**config.mk**
```make
export PLATFORM = sky130hd
export DESIGN_NAME = fetch_decode
export DESIGN_NICKNAME = d
export VERILOG_FILES = /design/src/rtl/marie_pkg.sv /design/src/rtl/fetch_decode.sv
export SDC_FILE = /design/constraint.sdc
export NUM_CORES = 1
export LEC_CHECK = 0
export CORE_MARGIN = 2
export CORE_UTILIZATION = 35
export CTS_CLUSTER_DIAMETER = 150
export DETAILED_ROUTE_END_ITERATION = 10
export GPL_TIMING_DRIVEN = 0
export PLACE_DENSITY_LB_ADDON = 0.08
export SKIP_CTS_REPAIR_TIMING = 1
export SLEW_MARGIN = 20
export SYNTH_ARGS = -nofsm -noshare
export SYNTH_HDL_FRONTEND = slang
export SYNTH_SLANG_ARGS = --single-unit
export TNS_END_PERCENT = 100
```
**constraint.sdc**
```tcl
create_clock -name clk -period 1.88 [get_ports clk]
set_clock_uncertainty 0.15 [all_clocks]
set_input_delay 0.564 -clock clk [delete_from_list [all_inputs] [get_ports clk]]
set_output_delay 0.564 -clock clk [all_outputs]
set_load 0.01 [all_outputs]
```
**src/rtl/marie_pkg.sv**
```systemverilog
// Shared MARIE definitions: opcodes, sequencer states and the
// Skipcond evaluation helper used by fetch_decode.
package marie_pkg;

    localparam int ADDR_W = 12;
    localparam int DATA_W = 16;

    typedef enum logic [3:0] {
        JNS      = 4'h0,
        LOAD     = 4'h1,
        STORE    = 4'h2,
        ADD      = 4'h3,
        SUBT     = 4'h4,
        INPUT    = 4'h5,
        OUTPUT   = 4'h6,
        HALT     = 4'h7,
        SKIPCOND = 4'h8,
        JUMP     = 4'h9,
        CLEAR    = 4'hA,
        ADDI     = 4'hB,
        JUMPI    = 4'hC,
        LOADI    = 4'hD,
        STOREI   = 4'hE
    } opcode_t;

    typedef enum logic [2:0] {
        FETCH,
        LATCH,
        DECODE,
        EXEC,
        HALTED
    } fd_state_t;

    // cond 00: AC<0, 01: AC==0, 10: AC>0, 11: never (AC is signed)
    function automatic logic skip_taken(
        input logic [1:0]        cond,
        input logic [DATA_W-1:0] ac
    );
        logic signed [DATA_W-1:0] s;
        s = signed'(ac);
        unique case (cond)
            2'b00:   skip_taken = (s < 0);
            2'b01:   skip_taken = (s == 0);
            2'b10:   skip_taken = (s > 0);
            default: skip_taken = 1'b0;
        endcase
    endfunction

endpackage

```
**src/rtl/fetch_decode.sv**
```systemverilog
// MARIE instruction sequencer: fetches, decodes, resolves Jump,
// Skipcond and Halt locally, dispatches everything else.
module fetch_decode #(
    parameter int ADDR_W = 12,
    parameter int DATA_W = 16,
    parameter logic [ADDR_W-1:0] RESET_PC = '0
) (
    input  logic              clk,
    input  logic              rst,
    output logic              mem_rd,
    output logic [ADDR_W-1:0] mem_addr,
    input  logic [DATA_W-1:0] mem_rdata,
    input  logic [DATA_W-1:0] AC,
    output logic              op_valid,
    output logic [3:0]        opcode,
    output logic [ADDR_W-1:0] X,
    input  logic              op_done,
    output logic [ADDR_W-1:0] PC,
    output logic [DATA_W-1:0] IR,
    output logic              halted
);
    import marie_pkg::*;

    fd_state_t state;
    fd_state_t state_next;
    logic [3:0] ir_op;
    logic [1:0] ir_cond;

    assign ir_op    = IR[DATA_W-1 -: 4];
    assign ir_cond  = IR[ADDR_W-1 -: 2];
    assign opcode   = ir_op;
    assign X        = IR[ADDR_W-1:0];
    assign mem_addr = PC;

    // Next-state logic; the FETCH after reset waits for the mem_rd flop
    always_comb begin
        state_next = state;
        unique case (state)
            FETCH:  state_next = mem_rd ? LATCH : FETCH;
            LATCH:  state_next = DECODE;
            DECODE: begin
                case (ir_op)
                    JUMP:     state_next = FETCH;
                    SKIPCOND: state_next = FETCH;
                    HALT:     state_next = HALTED;
                    default:  state_next = EXEC;
                endcase
            end
            EXEC:   state_next = op_done ? FETCH : EXEC;
            HALTED: state_next = HALTED;
            default: state_next = FETCH;
        endcase
    end

    // State register with registered strobes derived from next state
    always_ff @(posedge clk) begin
        if (rst) begin
            state    <= FETCH;
            mem_rd   <= 1'b0;
            op_valid <= 1'b0;
        end else begin
            state    <= state_next;
            mem_rd   <= (state_next == FETCH);
            op_valid <= (state_next == EXEC);
        end
    end

    // Datapath: PC, IR and the sticky halt flag
    always_ff @(posedge clk) begin
        if (rst) begin
            PC     <= RESET_PC;
            IR     <= '0;
            halted <= 1'b0;
        end else begin
            unique case (state)
                LATCH: begin
                    IR <= mem_rdata;
                    PC <= PC + 1'b1;
                end
                DECODE: begin
                    case (ir_op)
                        JUMP: PC <= IR[ADDR_W-1:0];
                        SKIPCOND: begin
                            if (skip_taken(ir_cond, AC))
                                PC <= PC + 1'b1;
                        end
                        HALT: halted <= 1'b1;
                        default: ;
                    endcase
                end
                default: ;
            endcase
        end
    end

endmodule
```
==> metrics, run 1 <==
setup ws final=-0.164 ns; CTS root buffer=clkbuf_8; Yosys reg bits=34; Routed WL=5.48 mm; Iter 0 DRT Violations=55; Syn Nets=285; fin crit period=2.04 ns; Worst Max-Slew Pin Slew=about 0.73 ns; r2r worst-path depth=7; via count=2008; Rel. slew slack=51.6%; clock slew at reported path FFs=0.07 ns; setup TNS=-1.78 ns; post-placement cell count=413; Critical Path Source Type=flip-flop; Seq pwr share=32.7%; TritonCTS clock tree=done; Mapped Area=~2000 sq um; R2R Path End=PC[10]; Final Wtd Congestion=0.790; most common library cell in the layout ignoring fill and taps=dlymetal6s2s_1; Core ar.=approximately 5600 sq um; layout cell share with drive strength beyond 1=33.5%; FF-to-FF setup slack=-0.08 ns; fillers=487; num rows=27; P_leak=0.00223 uW; Endpoint, Worst Hold=IR[3]; synthesis-to-layout area growth=68.4%; CTS Buf Count=5; total grt overflow=0; Max Fanout on Critical Path=8; Chip Width=80.5 um; Psw=about 1200 uW; Logic pwr share=49.1%; RSZ-0062 raised after global routing=true; Post-DRT Antenna Nets=0; first-pass GRT wire length=8.57 mm; final routed DRC violation total=0; failing checks=negative setup slack; commonest cells after routing, fill and taps aside=62 x dlymetal6s2s_1, 56 x nand2_1, 36 x buf_4; Crit Path Category=flip-flop to output pin; CTS Buffer Depth=2; fin nets=390; Syn Area/Cell=8.22 sq um; Yosys warnings=0; Post-Layout Cell Count=427; Final Core Density=61.8%; initial antenna violation count=0; Pwr Density=~900 nW/um^2; DR WL/cell=12.8 um; pin count of the biggest net entering global routing=11; Min-Delay Path Class=flip-flop to flip-flop; Final HPWL DP=4.03 mm; achievable frequency=489 MHz; via/cell ratio=4.70; # diodes=0; Syn Inst Count=249; DRT Pass-1 Iters=4; Switching Fraction=37.0%; hold path startpoint=IR[3]; PortBufs=92; Pint=1970 uW; htree depth=2; clk sinks=34; WP data arrival=between 1 and 1.5 ns; die height=80.5 um; worst hold stages=2; outcome=finished, violations left; maximum VDD drop=between 600 and 700 uV; clock share of power=18.2%; overall routing resource usage=16.9%; vias in the first global route=1850; multi-input logic area=between 1000 and 1500 sq um; die area=about 6500 sq um; num ports=94; worst r2r src=PC[0]; starting density of the core=a little under two fifths; max-cap check violation count=0; clock latency on the worst-skew pair=0.29 ns; Register Area=746 sq um; Slew Limit Fails=0; Final setup violation count=16; Worst Path Required=1.17 ns; post-synthesis sequential area ratio=33.3%; kind of end point of the critical path=output pin; part of the cycle the worst path needs=109%; post-synth cell types=42; Final Hold Vio Count=0
layer usage:
layer	GRT usage [%]	vias up	routed length, um
li1	-	1042	-
met3	4.94	5	371
met2	28.7	58	2620
met5	0	-	0
met1	20.8	903	2430
met4	4.07	0	53
worst max-delay path by stage:
stage | from | endpoint | cells after the start
2_1_floorplan | AC[2] | PC[8] | 7
3_3_place_gp | AC[1] | PC[8] | 8
3_5_place_dp | AC[1] | PC[11] | 8
4_1_cts | AC[1] | PC[11] | 8
5_1_grt | AC[6] | PC[9] | 8
6_report | PC[8] | mem_addr[8] | 2
cell families after synthesis:
| family | count (synthesis) | synth area share [%] |
|---|---|---|
| flip-flops | 34 | 33.3 |
| adder cells (fa/ha/maj) | 1 | 0.612 |
| AO/OA/AOI/OAI | 67 | 23.7 |
| multiplexers | 2 | 1.22 |
| XOR/XNOR | 1 | 0.428 |
| buffers and inverters | 44 | 15.7 |
| AND/OR/NAND/NOR | 100 | 25.0 |
worst max-delay path, stage by stage, from the launching register on:
cell	delay, ns
dfxtp_2	0.40
buf_4	0.12
clkdlybuf4s50_1	0.52
flip-flops by register name, summed over array words and instances, names as in the netlist:
| signal | count |
|---|---|
| IR | 16 |
| PC | 12 |
| state | 3 |
| halted | 1 |
| mem_rd | 1 |
| op_valid | 1 |
area by class of cell:
| type | instances | share of cell area [%] |
|---|---|---|
| well taps | 72 | 2.62 |
| multi-input cells | 171 | 31.2 |
| inverters | 3 | 0.327 |
| clock inverters | 1 | 0.145 |
| clock buffers | 7 | 2.51 |
| flip-flops and latches | 34 | 21.6 |
| repair buffers | 98 | 32.5 |
| plain buffers | 41 | 9.04 |
power groups by stage:
stage / clock network (uW) / registers, uW / logic, uW
after detailed placement: 0 / 1020 / 1530
after floorplan: 0 / 1030 / 885
after global routing: 618 / 1050 / 1680
final: 569 / 1020 / 1530
after global placement: 0 / 1020 / 1520
after CTS: 587 / 1010 / 1530
synthesized netlist by cell type (all sizes together):
cell | number | area share, %
nand2 | 56 | 10
a21oi | 36 | 11
buf | 36 | 14
dfxtp | 34 | 33
o21ai | 15 | 5.5
nor2 | 12 | 2.2
nor2b | 7 | 2.1
o31ai | 6 | 2.2
clkbuf | 5 | 0.92
nand2b | 4 | 1.2
nor4 | 4 | 2.4
inv | 3 | 0.55
nand3 | 3 | 0.73
nor3b | 3 | 2.2
a31oi | 2 | 1.3
and4 | 2 | 0.86
nand4 | 2 | 0.61
nor3 | 2 | 0.49
a211o | 1 | 0.43
a211oi | 1 | 0.61
a21boi | 1 | 0.92
a22oi | 1 | 0.37
a31o | 1 | 0.43
and2 | 1 | 0.31
and2b | 1 | 0.43
and3 | 1 | 0.31
and4b | 1 | 0.49
ha | 1 | 0.61
mux2 | 1 | 0.73
mux2i | 1 | 0.49
o2111a | 1 | 0.55
o22ai | 1 | 0.31
o41ai | 1 | 0.43
or2 | 1 | 0.31
xnor2 | 1 | 0.43
per-stage QoR:
| stage | hold WS (ns) | cell area [sq um] | power, uW | setup slack, ns |
|---|---|---|---|---|
| finish | 0.327 | 3440 | 3120 | -0.164 |
| global route | 0.328 | 3440 | 3350 | -0.246 |
| CTS | 0.331 | 3170 | 3130 | -0.443 |
| detailed placement | 0.325 | 3070 | 2550 | -0.751 |
| global placement | 0.317 | 3070 | 2540 | -0.739 |
| floorplan | 0.354 | 2060 | 1920 | -0.126 |
(Power assumes the default switching activity.)
==> run 2, diff against run 1 <==
--- a/config.mk
+++ b/config.mk
@@ -5,7 +5,7 @@
 export SDC_FILE = /design/constraint.sdc
 export NUM_CORES = 1
 export LEC_CHECK = 0
-export CORE_MARGIN = 2
+export CAP_MARGIN = 20
 export CORE_UTILIZATION = 35
 export CTS_CLUSTER_DIAMETER = 150
 export DETAILED_ROUTE_END_ITERATION = 10
==> run 2 against run 1 <==
  * The run still ends with negative setup slack left
  * Largest power group unchanged
  * Worst hold slack worse by 0.00051 ns
  * Clock-buffer cell count is the same
  * Utilization rose by 0.13 points
  * Flip-flop and latch count unchanged
==> metrics, run 2 (synthesis gave the netlist of run 1 again) <==
worst hold stages=2; Post-Layout Cell Count=427; Rel. slew slack=52.4%; max reg flops=16; r2r worst-path depth=7; overall routing resource usage=between 10% and 20%; fillers=502; fin crit period=2.07 ns; post-placement cell count=just over 400; Placed Area=3070 sq um; initial antenna violation count=0; Post-DRT Antenna Nets=0; CTS Buf Count=5; most common library cell in the layout ignoring fill and taps=dlymetal6s2s_1; Chip Width=78.5 um; fin area=3450 sq um; starting density of the core=36.7%; max-cap check violation count=0; setup ws final=-0.195 ns; outcome=finished, violations left; synthesis-to-layout area growth=68.7%; CTS Buffer Depth=2; WP data arrival=2.14 ns; via count=2069; Iter 0 DRT Violations=67; Final Hold Vio Count=0; Routed WL=5.50 mm; clk sinks=34; vias in the first global route=1797; TritonCTS clock tree=done; Top Registers=IR x16, PC x12, state x3; # diodes=0; num ports=94; Core ar.=5570 sq um; Crit Path Category=primary input to flip-flop; via/cell ratio=around 4.8; failing checks=negative setup slack; PortBufs=between 90 and 100; DR WL/cell=12.9 um; fin nets=390; Final Core Density=61.9%; Top reg by flops=IR; num rows=27; Pwr Density=922 nW/um^2; Critical Path Source Type=primary input; first-pass GRT wire length=8.53 mm; CTS root buffer=clkbuf_8; die height=78.5 um; commonest cells after routing, fill and taps aside=57 x dlymetal6s2s_1, 56 x nand2_1, 36 x buf_4; Min-Delay Path Class=flip-flop to flip-flop; part of the cycle the worst path needs=110%; DRT Pass-1 Iters=4; achievable frequency=482 MHz; clock slew at reported path FFs=0.07 ns; Final Wtd Congestion=0.776; kind of end point of the critical path=flip-flop; Final HPWL DP=3.99 mm; total grt overflow=0; Slew Limit Fails=0; Worst Max-Slew Pin Slew=0.714 ns; pin count of the biggest net entering global routing=11; die area=between 6000 and 7000 sq um; final routed DRC violation total=0; Worst Path Required=1.95 ns; Max Fanout on Critical Path=5; htree depth=2; clock latency on the worst-skew pair=around 0.29 ns; layout cell share with drive strength beyond 1=33.5%; maximum VDD drop=~770 uV; Final setup violation count=21; P_leak=around 0.0021 uW; RSZ-0062 raised after global routing=true
run 2: cell count changes in the layout (fill, tap and decap cells not counted):
cell,change
o21ai_2,-3
clkdlybuf4s50_1,+6
dfxtp_2,-1
clkbuf_2,+2
dlymetal6s2s_1,-5
a31o_1,-1
o21ai_4,+3
a31o_4,+1
dfxtp_4,+1
buf_6,-3
run 2: area by class of cell:
class / instances / area, sq um / area share (%)
buffer: 41 / 312 / 9.03
clock buffer: 7 / 86.3 / 2.50
clock inverter: 1 / 5.00 / 0.145
inverter: 3 / 11.3 / 0.326
multi-input combinational: 171 / 1110 / 32.1
sequential: 34 / 748 / 21.7
tap: 72 / 90.1 / 2.61
timing repair buffer: 98 / 1090 / 31.6
run 2: power breakdown:
| group | leakage, uW | switching (uW) | total (uW) | internal, uW |
|---|---|---|---|---|
| sequential | 0.000293 | 161 | 1030 | 869 |
| clock | 0.0000482 | 276 | 572 | 296 |
| combinational | 0.00179 | 750 | 1580 | 831 |
run 2: through the flow:
step | TNS (ns) | total power [uW] | setup WS, ns | hold slack, ns
floorplan | -1.32 | 1920 | -0.126 | 0.354
global placement | -8.59 | 2540 | -0.741 | 0.323
detailed placement | -8.96 | 2550 | -0.771 | 0.317
CTS | -14.44 | 3110 | -0.470 | 0.336
global route | -4.20 | 3390 | -0.245 | 0.327
finish | -3.19 | 3180 | -0.195 | 0.326
run 2: final timing paths:
path,endpoint,start,slack [ns]
max,PC[7],AC[13],-0.19
min,IR[8],IR[8],0.33
max reg2reg,PC[10],PC[0],-0.08
min reg2reg,IR[8],IR[8],0.33
run 2: metal layers:
layer,up-vias,global-route usage (%),part of all wire [%]
li1,1037,-,-
met1,963,21.8,45
met2,63,29.5,49
met3,6,5.12,5.9
met4,0,3.89,0.91
met5,-,0,0
run 2: critical path, stage by stage:
cell	delay [ns]
dlymetal6s2s_1	0.13
nor4_2	0.25
nand4_1	0.18
mux2_4	0.37
a31oi_4	0.28
clkbuf_16	0.21
o21ai_2	0.06
a21oi_2	0.10
==> run 3, diff against run 2 <==
==> constraint.sdc (replaced) <==
create_clock -name clk -period 2.5 [get_ports clk]
set_clock_uncertainty 0.15 [all_clocks]
set_input_delay 0.75 -clock clk [delete_from_list [all_inputs] [get_ports clk]]
set_output_delay 0.75 -clock clk [all_outputs]
set_load 0.01 [all_outputs]
==> run 3 against run 2 <==
  * The flow now finishes without violations
  * Clock power shrank 26%
  * Critical path depth unchanged
  * Sequential power decreased by 26%
  * Via count fell by 1.9%
  * Clock-buffer cell count is the same
  * Global-route usage hardly changed
  * Utilization is 3.9 points lower
  * Worst setup slack better by 0.29 ns
  * Non-clock buffer count shrank 5
  * Flip-flop and latch count unchanged
  * Highest routed layer unchanged
==> metrics, run 3 (synthesis gave the netlist of run 1 again) <==
outcome=finished clean; CTS Buf Count=5; final routed DRC violation total=0; P_leak=0.00127 uW; Worst Max-Slew Pin Slew=0.719 ns; fin crit period=between 2 and 2.5 ns; Final setup violation count=0; part of the cycle the worst path needs=96.4%; Routed WL=5.34 mm; most common library cell in the layout ignoring fill and taps=clkdlybuf4s50_1; Crit Path Category=primary input to flip-flop; Post-Layout Cell Count=about 420; Pwr Density=737 nW/um^2; via/cell ratio=4.81; Iter 0 DRT Violations=68; Top Registers=IR x16, PC x12, state x3; Final Hold Vio Count=0; total power=2380 uW; overall routing resource usage=between 15 and 20%; first-pass GRT wire length=8.54 mm; Final Wtd Congestion=0.768; achievable frequency=415 MHz; Critical Path Source Type=primary input; Min-Delay Path Class=flip-flop to flip-flop; post-placement cell count=413; maximum VDD drop=535 uV; # diodes=0; Top Metal Used=met4; DR WL met2=2.56 mm; die area=approximately 6000 sq um; layout cell share with drive strength beyond 1=23.1%; synthesis-to-layout area growth=58.2%; pin count of the biggest net entering global routing=11; Max Fanout on Critical Path=5; initial antenna violation count=0; Top reg by flops=IR; Worst Path Required=2.50 ns; kind of end point of the critical path=flip-flop; Placed Area=about 3100 sq um; max reg flops=16; fin area=around 3200 sq um; fillers=between 500 and 600; met3 routed WL=341 um; clk sinks=34; Core ar.=5570 sq um; DR WL/cell=12.7 um; clock slew at reported path FFs=0.07 ns; CTS root buffer=clkbuf_8; commonest cells after routing, fill and taps aside=78 x clkdlybuf4s50_1, 52 x nand2_1, 34 x dfxtp_1; fin nets=385; CTS Buffer Depth=2; clock latency on the worst-skew pair=around 0.28 ns; WP data arrival=2.41 ns; total grt overflow=0; die height=a little under 80 um; Final HPWL DP=3.99 mm; num rows=27; M1 wire length=2.40 mm; Post-DRT Antenna Nets=0; PortBufs=92; TritonCTS clock tree=done; DRT Pass-1 Iters=4; max-cap check violation count=0; Slew Limit Fails=0; starting density of the core=36.7%; htree depth=2; Final Core Density=between 50% and 60%; Chip Width=78.5 um; via count=2029; num ports=94; Rel. slew slack=between 50% and 60%; vias in the first global route=1842
## run 3: worst paths after layout
check / from / endpoint / slack, ns / cells past startpoint
max: AC[2] / PC[10] / 0.09 / 8
min: halted / halted / 0.34 / 2
max reg2reg: PC[0] / PC[10] / 0.38 / 7
min reg2reg: halted / halted / 0.34 / 2
## run 3: layout make-up
class	instances	area, sq um	area share [%]
multi-input cells	171	1070	33.0
repair buffers	93	981	30.3
flip-flops and latches	34	681	21.0
plain buffers	41	314	9.71
well taps	72	90.1	2.78
clock buffers	7	86.3	2.67
inverters	3	11.3	0.348
clock inverters	1	5.00	0.155
## run 3: power breakdown
group / total (uW) / leakage, uW / switching [uW] / internal [uW]
Clock: 425 / 0.0000482 / 203 / 222
Sequential: 760 / 0.000276 / 127 / 633
Combinational: 1200 / 0.000943 / 549 / 649
## run 3: metal layers
| layer | vias up | global-route usage (%) |
|---|---|---|
| met5 | - | 0 |
| met4 | 0 | 4.63 |
| met3 | 4 | 4.65 |
| met2 | 73 | 29.6 |
| met1 | 925 | 21.9 |
| li1 | 1027 | - |
## run 3: stage by stage
stage	worst slack (ns)	hold slack [ns]	setup TNS, ns
6_report	0.0906	0.336	0
4_1_cts	-0.0298	0.342	-0.169
3_5_place_dp	-0.330	0.319	-3.69
2_1_floorplan	0.306	0.354	0
5_1_grt	-0.00899	0.373	-0.0113
3_3_place_gp	-0.293	0.301	-3.26
## run 3: critical path: stages
cell and delay, ns:
clkdlybuf4s50_1 0.41, nor4_2 0.15, nand4_1 0.18, mux2_4 0.37, a31o_4 0.28, clkbuf_16 0.17, nand2_2 0.06, a21oi_2 0.04
